`src/rtl/mips_pkg.sv`:
```
// Shared MIPS core definitions: instruction field positions, major opcodes
// and the fetch-unit FSM state encoding.
package mips_pkg;

  localparam int unsigned INSTR_W = 32;

  localparam logic [5:0] OPC_RTYPE = 6'h00;
  localparam logic [5:0] OPC_LW    = 6'h23;
  localparam logic [5:0] OPC_SW    = 6'h2B;
  localparam logic [5:0] OPC_BEQ   = 6'h04;
  localparam logic [5:0] OPC_ADDI  = 6'h08;
  localparam logic [5:0] OPC_ADDIU = 6'h09;

  localparam int unsigned OPC_HI  = 31;
  localparam int unsigned OPC_LO  = 26;
  localparam int unsigned FUNC_HI = 5;
  localparam int unsigned FUNC_LO = 0;
  localparam int unsigned IMM_HI  = 15;
  localparam int unsigned IMM_LO  = 0;

  typedef enum logic [1:0] {
    IFU_IDLE,
    IFU_REQ,
    IFU_VALID
  } ifu_state_e;

endpackage

```
`src/rtl/pc_next_calc.sv`:
```
// Next-PC arithmetic: sequential PC+4 or BEQ target (PC+4 + sext(imm16)<<2).
// All math is modulo 2^ADDR_W.
//  pc_i        current PC
//  imm16_i     branch offset field of the instruction
//  take_i      select branch target instead of PC+4
//  pc_plus4_o  pc_i + 4
//  pc_next_o   selected next PC
module pc_next_calc #(
  parameter int unsigned ADDR_W = 32
) (
  input  logic [ADDR_W-1:0] pc_i,
  input  logic [15:0]       imm16_i,
  input  logic              take_i,
  output logic [ADDR_W-1:0] pc_plus4_o,
  output logic [ADDR_W-1:0] pc_next_o
);

  logic [ADDR_W-1:0] offset;

  always_comb begin
    offset     = {{(ADDR_W - 18){imm16_i[15]}}, imm16_i, 2'b00};
    pc_plus4_o = pc_i + ADDR_W'(4);
    pc_next_o  = take_i ? (pc_plus4_o + offset) : pc_plus4_o;
  end

endmodule

```
`src/rtl/instr_fetch_unit.sv`:
```
// Instruction fetch unit: sequences the PC, fetches words over a req/ack
// handshake and holds each word for the decoder until it is consumed.
//  clk, rst_n            clock, async active-low reset
//  imem_req_o/addr_o     fetch request and word address (= pc)
//  imem_ack_i/rdata_i    memory response
//  instr_valid_o/ready_i decoder handshake; retire = valid & ready
//  instr_o, op_code_o, func_o, pc_o, pc_plus4_o  held instruction and its PC
//  pc_src_i              branch taken, sampled only on retire
module instr_fetch_unit
  import mips_pkg::*;
#(
  parameter int unsigned       ADDR_W   = 32,
  parameter logic [ADDR_W-1:0] RESET_PC = '0
) (
  input  logic               clk,
  input  logic               rst_n,
  output logic               imem_req_o,
  output logic [ADDR_W-1:0]  imem_addr_o,
  input  logic               imem_ack_i,
  input  logic [INSTR_W-1:0] imem_rdata_i,
  output logic               instr_valid_o,
  input  logic               instr_ready_i,
  output logic [INSTR_W-1:0] instr_o,
  output logic [5:0]         op_code_o,
  output logic [5:0]         func_o,
  output logic [ADDR_W-1:0]  pc_o,
  output logic [ADDR_W-1:0]  pc_plus4_o,
  input  logic               pc_src_i
);

  ifu_state_e         state_q;
  logic               req_q;
  logic               valid_q;
  logic [INSTR_W-1:0] instr_q;
  logic [ADDR_W-1:0]  pc_q;
  logic [ADDR_W-1:0]  pc_next;
  logic               retire;
  logic               take;

  assign retire = (state_q == IFU_VALID) && instr_ready_i;
  // Gate pc_src so an undriven/X value outside retire never touches the adder select.
  assign take   = retire && pc_src_i;

  pc_next_calc #(
    .ADDR_W (ADDR_W)
  ) u_pc_next_calc (
    .pc_i       (pc_q),
    .imm16_i    (instr_q[IMM_HI:IMM_LO]),
    .take_i     (take),
    .pc_plus4_o (pc_plus4_o),
    .pc_next_o  (pc_next)
  );

  always_ff @(posedge clk or negedge rst_n) begin
    if (!rst_n) begin
      state_q <= IFU_IDLE;
      req_q   <= 1'b0;
      valid_q <= 1'b0;
      instr_q <= '0;
      pc_q    <= RESET_PC;
    end else begin
      case (state_q)
        IFU_IDLE: begin
          state_q <= IFU_REQ;
          req_q   <= 1'b1;
        end
        IFU_REQ: begin
          if (imem_ack_i) begin
            instr_q <= imem_rdata_i;
            req_q   <= 1'b0;
            valid_q <= 1'b1;
            state_q <= IFU_VALID;
          end
        end
        IFU_VALID: begin
          if (retire) begin
            pc_q    <= pc_next;
            valid_q <= 1'b0;
            req_q   <= 1'b1;
            state_q <= IFU_REQ;
          end
        end
        default: begin
          state_q <= IFU_IDLE;
          req_q   <= 1'b0;
          valid_q <= 1'b0;
        end
      endcase
    end
  end

  assign imem_req_o    = req_q;
  assign imem_addr_o   = pc_q;
  assign instr_valid_o = valid_q;
  assign instr_o       = instr_q;
  assign op_code_o     = instr_q[OPC_HI:OPC_LO];
  assign func_o        = instr_q[FUNC_HI:FUNC_LO];
  assign pc_o          = pc_q;

endmodule

```
`config.mk`:
```
export PLATFORM = sky130hd
export DESIGN_NAME = instr_fetch_unit
export DESIGN_NICKNAME = d
export VERILOG_FILES = /design/src/rtl/mips_pkg.sv /design/src/rtl/pc_next_calc.sv /design/src/rtl/instr_fetch_unit.sv
export SDC_FILE = /design/constraint.sdc
export NUM_CORES = 1
export LEC_CHECK = 0
export CAP_MARGIN = 15
export CORE_MARGIN = 10
export CORE_UTILIZATION = 30
export CTS_CLUSTER_SIZE = 20
export DETAILED_ROUTE_END_ITERATION = 16
export HOLD_SLACK_MARGIN = 0.02
export PLACE_DENSITY_LB_ADDON = 0.08
export SYNTH_ARGS = -nofsm -noshare
export SYNTH_HDL_FRONTEND = slang
export SYNTH_HIERARCHICAL = 1
export SYNTH_SLANG_ARGS = --single-unit
```
`constraint.sdc`:
```
create_clock -name clk -period 3.6 [get_ports clk]
set_input_delay 0.54 -clock clk [delete_from_list [all_inputs] [get_ports clk]]
set_output_delay 0.54 -clock clk [all_outputs]
set_load 0.01 [all_outputs]
```
==> results of run 1 <==
## metal layers
metal  up-vias  wire length (um)  global-route usage [%]
li1       2332                 -                       -
met1      2289              8269                   18.74
met2       117              8364                   23.21
met3        19              1121                   4.687
met4         0               251                   4.274
met5         -                 0                       0
## repair_timing
action	in CTS	in global routing
gates resized for setup	15	52
endpoints found under the setup margin	14	19
gates cloned	0	0
pin swaps	14	30
hold endpoints to repair	0	0
setup buffers	6	12
## cells by family (layout without fill, tap and decap cells)
logic type | count (synthesis) | in the layout | share of synthesized area [%]
adders and majority gates | 37 | 37 | 8.612
AOI/OAI and AO/OA | 100 | 100 | 12.00
and+or+nand+nor | 137 | 137 | 12.69
DFF | 67 | 67 | 30.69
xor gates and xnor gates | 52 | 52 | 8.337
buffers and inverters | 68 | 317 | 9.299
muxes | 70 | 70 | 18.37
## synth_stat cells, types with 3 or more instances
library cell,n
nand2b_1,5
ha_1,36
nor2_1,41
inv_1,7
and3_1,4
o21ai_0,20
dfrtp_1,67
xor2_1,22
and4_1,3
buf_6,5
mux2_2,10
a21o_1,9
nand4_1,7
nand2_1,32
a21oi_1,43
xnor2_1,30
nor3_1,4
buf_8,3
o21bai_1,3
mux2_4,58
buf_4,48
and2_1,4
or2_2,3
o31ai_1,4
nand3_1,23
clkbuf_1,4
## state kept, by name, summed over array words and instances (netlist names)
name           flops
instr_valid_o      1
instr_o           32
imem_addr_o       32
state_q            2
## path summary, 6_finish.rpt
path | start | end | slack (ns) | cells after the start
worst max-delay path | imem_addr_o[8]$_DFFE_PN0P_ | imem_addr_o[29]$_DFFE_PN0P_ | -0.14 | 15
worst min-delay path | rst_n | instr_o[1]$_DFFE_PN0P_ | 0.33 | 1
worst max register to register | imem_addr_o[8]$_DFFE_PN0P_ | imem_addr_o[29]$_DFFE_PN0P_ | -0.14 | 15
worst min register to register | instr_o[25]$_DFFE_PN0P_ | instr_o[25]$_DFFE_PN0P_ | 0.51 | 1
max in group asynchronous | rst_n | imem_addr_o[14]$_DFFE_PN0P_ | 2.62 | 1
min in group clk | instr_o[25]$_DFFE_PN0P_ | instr_o[25]$_DFFE_PN0P_ | 0.51 | 1
## stage by stage
stage | total power, uW | TNS [ns] | utilization, % | cells
6_report | 9294 | -0.5535 | 48.05 | 1009
5_1_grt | 10010 | -2.008 | 48.05 | 1009
4_1_cts | 9018 | -0.6653 | 46.27 | 997
3_5_place_dp | 7923 | -1.399 | 44.08 | 975
3_3_place_gp | 7903 | -0.9825 | 44.08 | 975
2_1_floorplan | 5101 | -0.1298 | - | 531
## where the power goes
part,leakage (uW),switching [uW],internal (uW),total [uW]
Combinational,0.00306,3010,3850,6850
Sequential,0.000827,409,1120,1530
Clock,0.000141,419,486,905
## final cells by class
class	count	area, um^2	share of cell area [%]
clock buffers	9	225.2	2.609
clock inverters	7	65.06	0.7537
inverters	7	26.28	0.3044
multi-input cells	396	3652	42.31
flip-flops and latches	67	1692	19.60
well taps	229	286.5	3.319
repair buffers	294	2685	31.11
## worst max-delay path, stage by stage (launching register included)
cell and delay (ns):
dfrtp_2 0.36, nand4_1 0.17, buf_4 0.19, nor2_4 0.19, nand3_4 0.12, xnor2_4 0.18, ha_4 0.22, a211o_1 0.31
a2111oi_4 0.38, a21oi_2 0.08, a221o_1 0.34, a31oi_4 0.24, o221ai_4 0.16, a2111oi_4 0.33, nor3_2 0.06, mux2_4 0.26
==> impl_results.md, run 1 <==
- Largest area contributor in the netlist: dfrtp_1
- Avg Cell Area, Syn: 10.29 um^2
- Post-route cell area: 0.008632 mm^2
- Final setup violation count: 7
- Routed len/inst: 17.85 um
- Flops & latches, synth: 67
- Net Count, Synth: 605
- Post-Route Skew: 0.009725 ns
- Top FF cell, synth: dfrtp_1
- Count of mapped cells out of synthesis: 531
- VDD IR-drop max: 0.3753 mV
- IO buf count: 178
- Post-DP Area: slightly below 0.008 mm^2
- Commonest non-fill, non-tap cell in the layout: clkdlybuf4s50_1
- EDFF count, synth: 0
- Final hold vios: 0
- Required time of the critical path: 3.83 ns
- Sequential area share after synthesis: 30.69%
- DRC viols: 0
- RSZ-0062 raised after global routing: yes
- Most frequent cells in the layout: clkdlybuf4s50_1, buf_4, mux2_4
- Fillers: 1,678
- Final Slew Violations: 0
- Critical Setup Path Class: reg2reg
- Core area: roughly 0.018 mm^2
- Root Buffer: clkbuf_16
- Total track usage: 14.70%
- Synth warnings: 6
- CTS Buffer Depth: 2
- Netlist cell types: 52
- Vias in the first global route: 5,088
- Die area: 0.02401 mm^2
- CP startpoint kind: register
- Pleak: 0.004031 uW
- Final-stage net count: ~850
- Dpl ws: -0.2240 ns
- CP Max Fanout: 4
- Hpwl dp: 13,790 um
- Setup crit end kind: register
- Fraction of layout cells with a size suffix above 1: 35.90%
- Clock slew at reported path FFs: ~0.070 ns
- Antenna cells: 0
- H-tree depth: 3
- CTS tree: built
- Yosys top cell area share: 30.69%
- 1st-pass router iterations: 4
- Area Growth Syn to Fin: 58.02%
- Die H: 154.9 um
- First-pass GRT wire length: 28,580 um
- Status: finished, violations left
- Pwr/cell area: 1077 mW/mm^2
- Failing checks: setup timing
- Slew at the pin with the worst max-slew slack: 0.9181 ns
- CP arrival: 3.96 ns
- GRT overflow: 0
- Initial antenna violation count: 0
- Max-capacitance violation count: 0
- Worst Hold Class: in2async
- DR iter-0 viols: 150
- Routed WL: around 18,000 um
- Min Tclk post-route: 3.739 ns
- GP Congestion: roughly 0.84
- Ys async rst share: 100.0%
- Top post-synthesis cells by area: dfrtp_1, mux2_4, ha_1
- DR vias/cell: 4.715
- I/O Pins: approximately 180
- Synthesized area: 0.005463 mm^2
- Chip width: about 150 um
- Largest net degree at the start of global routing: 68
- DRT antenna net count: 0
- Cell row count: 49
- TritonCTS Buffers: 9
- Max transition margin: 38.79%
- Clock sink total: 67
- Via count of the routed design: around 4,800
- Clock latency on the worst-skew pair: 0.35 ns
- Fmax: ~270 MHz
- Final WS setup: -0.1386 ns
- Starting Density: 30.41%
- Cts hold-fix bufs: 0
- Final cycle utilization of the critical path: 103.9%
- Fin Hold WS: 0.3276 ns
(Power assumes the default switching activity.)
==> run 2: changes to the inputs <==
Settings changed: CORE_UTILIZATION 30 to 43.
==> run 2 against run 1 <==
Net effect: the flow still finishes with violations (setup timing); flip-flop and latch count did not move; worst hold slack got worse by 0.015 ns; final cell count fell by 7.4%; die area fell by 27%; cell area down 3.1%; critical path depth is the same; clock skew up 0.00079 ns; sequential power about the same; via count is 0.78% higher; wire length is 7.4% lower; critical path type unchanged; critical endpoint is now imem_addr_o[31]$_DFFE_PN0P_; highest routed layer unchanged.
==> impl_results.md, run 2 (synthesis gave the netlist of run 1 again) <==
- GRT overflow: 0 (unchanged)
- Die area: 0.01761 mm^2 (was 0.02401 mm^2)
- Area Growth Syn to Fin: 53.18% (was 58.02%)
- CP Max Fanout: 4 (unchanged)
- Worst path bufs/invs: 1 (unchanged)
- Clock sink total: 67 (unchanged)
- Pwr/cell area: 1092 mW/mm^2 (was 1077 mW/mm^2)
- Die H: 132.7 um (was 154.9 um)
- Dpl ws: -0.1030 ns (was -0.2240 ns)
- First-pass GRT wire length: 26,760 um (was 28,580 um)
- Post-Route Skew: 0.01052 ns (was 0.009725 ns)
- Antenna cells: 0 (unchanged)
- Cells along the critical path: nand4_1 > nor3_2 > nand4_1 > xnor2_2 > ha_4 > o21a_1 > a2111oi_2 > a21oi_1 > a221o_1 > a31oi_4 > buf_6 > o31ai_2 > mux2i_1 > xor2_1 > mux2_2 (was nand4_1 > buf_4 > nor2_4 > nand3_4 > xnor2_4 > ha_4 > a211o_1 > a2111oi_4 > a21oi_2 > a221o_1 > a31oi_4 > o221ai_4 > a2111oi_4 > nor3_2 > mux2_4)
- Routed WL: 16,680 um (was 18,010 um)
- Initial antenna violation count: 0 (unchanged)
- Routed len/inst: 17.86 um (was 17.85 um)
- GP Congestion: 0.9357 (was 0.8400)
- Final-stage net count: 831 (was 849)
- Core area: 0.01252 mm^2 (was 0.01796 mm^2)
- Root Buffer: clkbuf_16 (unchanged)
- DRT antenna net count: 0 (unchanged)
- DR vias/cell: 5.133 (was 4.715)
- I/O Pins: 179 (unchanged)
- Pleak: 0.003897 uW (was 0.004031 uW)
- Switching power: 3630 uW (was 3838 uW)
- Net Sw Frac: 39.73% (was 41.30%)
- 1st-pass router iterations: 5 (was 4)
- Final WS setup: -0.05165 ns (was -0.1386 ns)
- Worst Hold Class: in2async (unchanged)
- H-tree depth: 3 (unchanged)
- Starting Density: 43.64% (was 30.41%)
- Slew at the pin with the worst max-slew slack: 0.8715 ns (was 0.9181 ns)
- Final hold vios: 0 (unchanged)
- VDD IR-drop max: 0.4940 mV (was 0.3753 mV)
- Cell row count: 41 (was 49)
- Chip width: 132.7 um (was 154.9 um)
- Final Slew Violations: 0 (unchanged)
- Final setup violation count: 5 (was 7)
- Commonest non-fill, non-tap cell in the layout: clkdlybuf4s50_1 (unchanged)
- TritonCTS Buffers: 9 (unchanged)
- Flop pwr share: 16.6% (was 16.5%)
- CP startpoint kind: register (unchanged)
- Total track usage: 18.65% (was 14.70%)
- Setup crit end kind: register (unchanged)
- Comb pwr share: 71.6% (was 73.8%)
- Largest net degree at the start of global routing: 68 (unchanged)
- Required time of the critical path: 3.84 ns (was 3.83 ns)
- Status: finished, violations left (unchanged)
- Fmax: 273.8 MHz (was 267.5 MHz)
- Max-capacitance violation count: 0 (unchanged)
- Min Tclk post-route: 3.652 ns (was 3.739 ns)
- Crit-path slowest cell: dfrtp_2 (was a2111oi_4)
- Most frequent cells in the layout: clkdlybuf4s50_1, buf_4, mux2_4 (unchanged)
- Critical Setup Path Class: reg2reg (unchanged)
- IO buf count: 178 (unchanged)
- Hpwl dp: 12,830 um (was 13,790 um)
- Int Pwr: 5508 uW (was 5456 uW)
- Via count of the routed design: 4,794 (was 4,757)
- Final cycle utilization of the critical path: 101.4% (was 103.9%)
- Max transition margin: 41.90% (was 38.79%)
- Most frequent CP cell: nand4_1 (was a2111oi_4)
- DR iter-0 viols: 213 (was 150)
- CTS Buffer Depth: 2 (unchanged)
- Fin Hold WS: 0.3130 ns (was 0.3276 ns)
- Vias in the first global route: 5,014 (was 5,088)
- CP arrival: 3.89 ns (was 3.96 ns)
- Largest delay share family, worst path: compound AO/OA/AOI/OAI gates (unchanged)
- RSZ-0062 raised after global routing: yes (unchanged)
- DRC viols: 0 (unchanged)
- Clock network power share: 11.7% (was 9.7%)
- Post-route insts no fill: 934 (was 1,009)
- Worst path max stage delay: 0.37 ns (was 0.38 ns)
- Placed cells: 905 (was 975)
- Clock slew at reported path FFs: 0.06 ns (was 0.07 ns)
- Failing checks: setup timing (unchanged)
- Clock latency on the worst-skew pair: 0.35 ns (about the same)
- CTS tree: built (unchanged)
- Fraction of layout cells with a size suffix above 1: 32.68% (was 35.90%)
## run 2: cell types whose count changed in the layout (fill, tap and decap cells not counted), sizes merged
cell | previous run | this run
clkbuf | 9 | 11
dlymetal6s2s | 2 | 0
buf | 117 | 99
inv | 12 | 8
clkinvlp | 1 | 0
clkdlybuf4s50 | 175 | 177
bufinv | 0 | 3
## run 2: repair_timing
action	4_1_cts	5_1_grt
setup endpoints to repair	9	15
hold buffers	0	0
cloned	0	0
buffers inserted	7	6
gates resized for setup	15	25
pin swaps	10	11
## run 2: final cells by class
| type | instances | area (um^2) |
|---|---|---|
| fillers | 1018 | 4149 |
| multi-input cells | 396 | 3552 |
| repair buffers | 276 | 2522 |
| flip-flops and latches | 67 | 1692 |
| clock buffers | 11 | 252.7 |
| well taps | 172 | 215.2 |
| clock inverters | 5 | 107.6 |
| inverters | 7 | 26.28 |
## run 2: final timing paths
check,start,to,slack [ns],cells after the start
max,imem_addr_o[4]$_DFFE_PN0P_,imem_addr_o[31]$_DFFE_PN0P_,-0.05,15
min,rst_n,imem_addr_o[30]$_DFFE_PN0P_,0.31,1
max reg2reg,imem_addr_o[4]$_DFFE_PN0P_,imem_addr_o[31]$_DFFE_PN0P_,-0.05,15
min reg2reg,instr_o[25]$_DFFE_PN0P_,instr_o[25]$_DFFE_PN0P_,0.51,1
max in group asynchronous,rst_n,imem_addr_o[12]$_DFFE_PN0P_,2.67,1
min in group clk,instr_o[25]$_DFFE_PN0P_,instr_o[25]$_DFFE_PN0P_,0.51,1
## run 2: per-layer routing
metal | vias to the layer above | part of all wire [%] | global-route usage, %
met5 | - | 0 | 0
met4 | 0 | 0.99 | 5.623
met3 | 13 | 8.8 | 7.797
li1 | 2307 | - | -
met2 | 150 | 49 | 30.45
met1 | 2324 | 41 | 21.82
## run 2: stage by stage
stage                     utilization (%)  TNS [ns]  cell area (um^2)  total power, uW
after CTS                           65.80   -0.1394              8237             9044
final                               66.85   -0.1729              8368             9139
after global routing                66.85    -2.014              8368             9765
after global placement              61.92   -0.1213              7750             7706
after floorplan                         -   -0.1298              5592             5101
after detailed placement            61.92   -0.4817              7750             7768
## run 2: power by group through the flow
stage,Combinational (uW),Clock (uW),Sequential (uW)
6_report,6550,1070,1520
5_1_grt,7040,1140,1590
4_1_cts,6420,1100,1520
3_5_place_dp,6250,0,1520
3_3_place_gp,6200,0,1500
2_1_floorplan,3370,0,1740
==> run 3: changes to the inputs <==
Settings changed: CTS_CLUSTER_SIZE 20 to default, TNS_END_PERCENT from default to 5.
==> run 3 against run 2 <==
Net effect: the flow still finishes with violations (setup timing); largest power group unchanged; critical path depth did not move; sequential power barely moved; setup slack improved by 0.017 ns; critical path type unchanged; largest cell class unchanged; combinational power rose by 1%; core utilization fell by 0.18 points; maximum frequency rose by 0.48%; wire length rose by 4.0%; final cell count rose by 1.1%.
==> impl_results.md, run 3 (synthesis gave the netlist of run 1 again) <==
- Status: finished, violations left (unchanged)
- Failing checks: setup timing (unchanged)
- Clock slew at reported path FFs: 0.06 ns (about the same)
- Area Growth Syn to Fin: 52.77% (was 53.18%)
- Root Buffer: clkbuf_16 (unchanged)
- GR Util met1: 23.82% (was 21.82%)
- Pwr/cell area: 1090 mW/mm^2 (was 1092 mW/mm^2)
- Most frequent cells in the layout: clkdlybuf4s50_1, buf_4, mux2_4, dfrtp_1, a21oi_1 (was clkdlybuf4s50_1, buf_4, mux2_4)
- Clock latency on the worst-skew pair: 0.35 ns (about the same)
- Vias in the first global route: 5,155 (was 5,014)
- Die area: 0.01761 mm^2 (unchanged)
- Net Sw Frac: 40.42% (was 39.73%)
- Clock sink total: 67 (unchanged)
- Initial antenna violation count: 0 (unchanged)
- Final cycle utilization of the critical path: 100.9% (was 101.4%)
- Slew at the pin with the worst max-slew slack: 0.8902 ns (was 0.8715 ns)
- Fin Hold WS: 0.3102 ns (was 0.3130 ns)
- Fmax: 275.2 MHz (was 273.8 MHz)
- Largest net degree at the start of global routing: 68 (unchanged)
- Routed WL: 17,360 um (was 16,680 um)
- IO buf count: 178 (unchanged)
- Int Pwr: 5422 uW (was 5508 uW)
- Worst Hold Class: in2async (unchanged)
- CP Max Fanout: 3 (was 4)
- GRT overflow: 0 (unchanged)
- Pleak: 0.003921 uW (was 0.003897 uW)
- Via count of the routed design: 4,871 (was 4,794)
- Commonest non-fill, non-tap cell in the layout: clkdlybuf4s50_1 (unchanged)
- RSZ-0062 raised after global routing: yes (unchanged)
- Final-stage net count: 841 (was 831)
- GP Congestion: 0.9352 (was 0.9357)
- Final hold vios: 0 (unchanged)
- Core area: 0.01252 mm^2 (unchanged)
- Cell row count: 41 (unchanged)
- Fraction of layout cells with a size suffix above 1: 31.09% (was 32.68%)
- Chip width: 132.7 um (unchanged)
- Post-Route Skew: 0.01108 ns (was 0.01052 ns)
- Clock network power share: 10.5% (was 11.7%)
- Flop pwr share: 16.6% (about the same)
- Final setup violation count: 3 (was 5)
- GR Util met3: 6.359% (was 7.797%)
- GRT met2 Usage: 31.81% (was 30.45%)
- GRT busiest layer: met2 (unchanged)
- Hpwl dp: 13,330 um (was 12,830 um)
- Final WS setup: -0.03419 ns (was -0.05165 ns)
- Switching power: 3678 uW (was 3630 uW)
- DRT antenna net count: 0 (unchanged)
- CTS tree: built (unchanged)
- Final Slew Violations: 0 (unchanged)
- VDD IR-drop max: 0.5457 mV (was 0.4940 mV)
- Total track usage: 19.39% (was 18.65%)
- Required time of the critical path: 3.83 ns (was 3.84 ns)
- 1st-pass router iterations: 4 (was 5)
- Max transition margin: 40.65% (was 41.90%)
- Max-capacitance violation count: 0 (unchanged)
- Die H: 132.7 um (unchanged)
- I/O Pins: 179 (unchanged)
- Comb pwr share: 72.9% (was 71.6%)
- TritonCTS Buffers: 9 (unchanged)
- Setup crit end kind: register (unchanged)
- DR iter-0 viols: 280 (was 213)
- Antenna cells: 0 (unchanged)
- DR vias/cell: 5.160 (was 5.133)
- Min Tclk post-route: 3.634 ns (was 3.652 ns)
- Routed len/inst: 18.39 um (was 17.86 um)
- CTS Buffer Depth: 2 (unchanged)
- CP startpoint kind: register (unchanged)
- Starting Density: 43.64% (unchanged)
- H-tree depth: 3 (unchanged)
- DRC viols: 0 (unchanged)
- Cts hold-fix bufs: 0 (unchanged)
- First-pass GRT wire length: 27,750 um (was 26,760 um)
- Critical Setup Path Class: reg2reg (unchanged)
- Dpl ws: -0.1125 ns (was -0.1030 ns)
- CP arrival: 3.86 ns (was 3.89 ns)
run 3: worst paths after layout:
path                                             from                           to  slack (ns)  cells past startpoint
max                        imem_addr_o[6]$_DFFE_PN0P_  imem_addr_o[29]$_DFFE_PN0P_       -0.03                     15
min                                             rst_n       instr_o[1]$_DFFE_PN0P_        0.31                      1
max reg2reg                imem_addr_o[6]$_DFFE_PN0P_  imem_addr_o[29]$_DFFE_PN0P_       -0.03                     15
min reg2reg                   instr_o[19]$_DFFE_PN0P_      instr_o[19]$_DFFE_PN0P_        0.50                      1
max in group asynchronous                       rst_n   imem_addr_o[3]$_DFFE_PN0P_        2.65                      1
min in group clk              instr_o[19]$_DFFE_PN0P_      instr_o[19]$_DFFE_PN0P_        0.50                      1
run 3: power by group through the flow:
stage | Clock (uW) | Combinational (uW) | Sequential [uW]
global placement | 0 | 6330 | 1490
floorplan | 0 | 3360 | 1730
finish | 958 | 6630 | 1510
global route | 1020 | 7150 | 1570
detailed placement | 0 | 6370 | 1510
CTS | 986 | 6480 | 1510
run 3: per-layer routing:
layer,up-vias,part of all wire (%)
met5,-,0
met4,0,1.3
met3,20,6.7
met2,146,47
met1,2381,45
li1,2324,-
run 3: critical path, cell delays in order, from the launching register on:
cell and delay, ns:
dfrtp_2 0.38, and4_4 0.25, nand2_4 0.06, nor2_4 0.17, nand3_4 0.11, xnor2_4 0.21
ha_4 0.23, a211o_1 0.31, a2111oi_4 0.33, a21oi_2 0.07, a221o_1 0.35, a31oi_4 0.25
o221ai_4 0.14, a2111oi_4 0.33, nor3_2 0.06, mux2_4 0.26
run 3: area by class of cell:
cell class,instances,area (um^2)
Fill cell,1005,4172
Multi-Input combinational cell,396,3490
Timing Repair Buffer,286,2609
Sequential cell,67,1688
Clock buffer,10,229.0
Tap cell,172,215.2
Clock inverter,6,88.84
Inverter,7,26.28
run 3: repair_timing:
item,4_1_cts,5_1_grt
endpoints found under the setup margin,7,14
buffers inserted,7,3
gates cloned,0,0
pin swaps,8,16
resized for setup,5,19
run 3: per-stage QoR:
| step | TNS (ns) | total power, uW | instances | utilization [%] | instance area, um^2 |
|---|---|---|---|---|---|
| 6_report | -0.05592 | 9101 | 944 | 66.67 | 8346 |
| 3_3_place_gp | -0.03154 | 7826 | 918 | 62.61 | 7838 |
| 2_1_floorplan | -0.2483 | 5091 | 531 | - | 5582 |
| 4_1_cts | -0.04791 | 8973 | 941 | 65.73 | 8228 |
| 5_1_grt | -1.302 | 9746 | 944 | 66.67 | 8346 |
| 3_5_place_dp | -0.3162 | 7876 | 918 | 62.61 | 7838 |
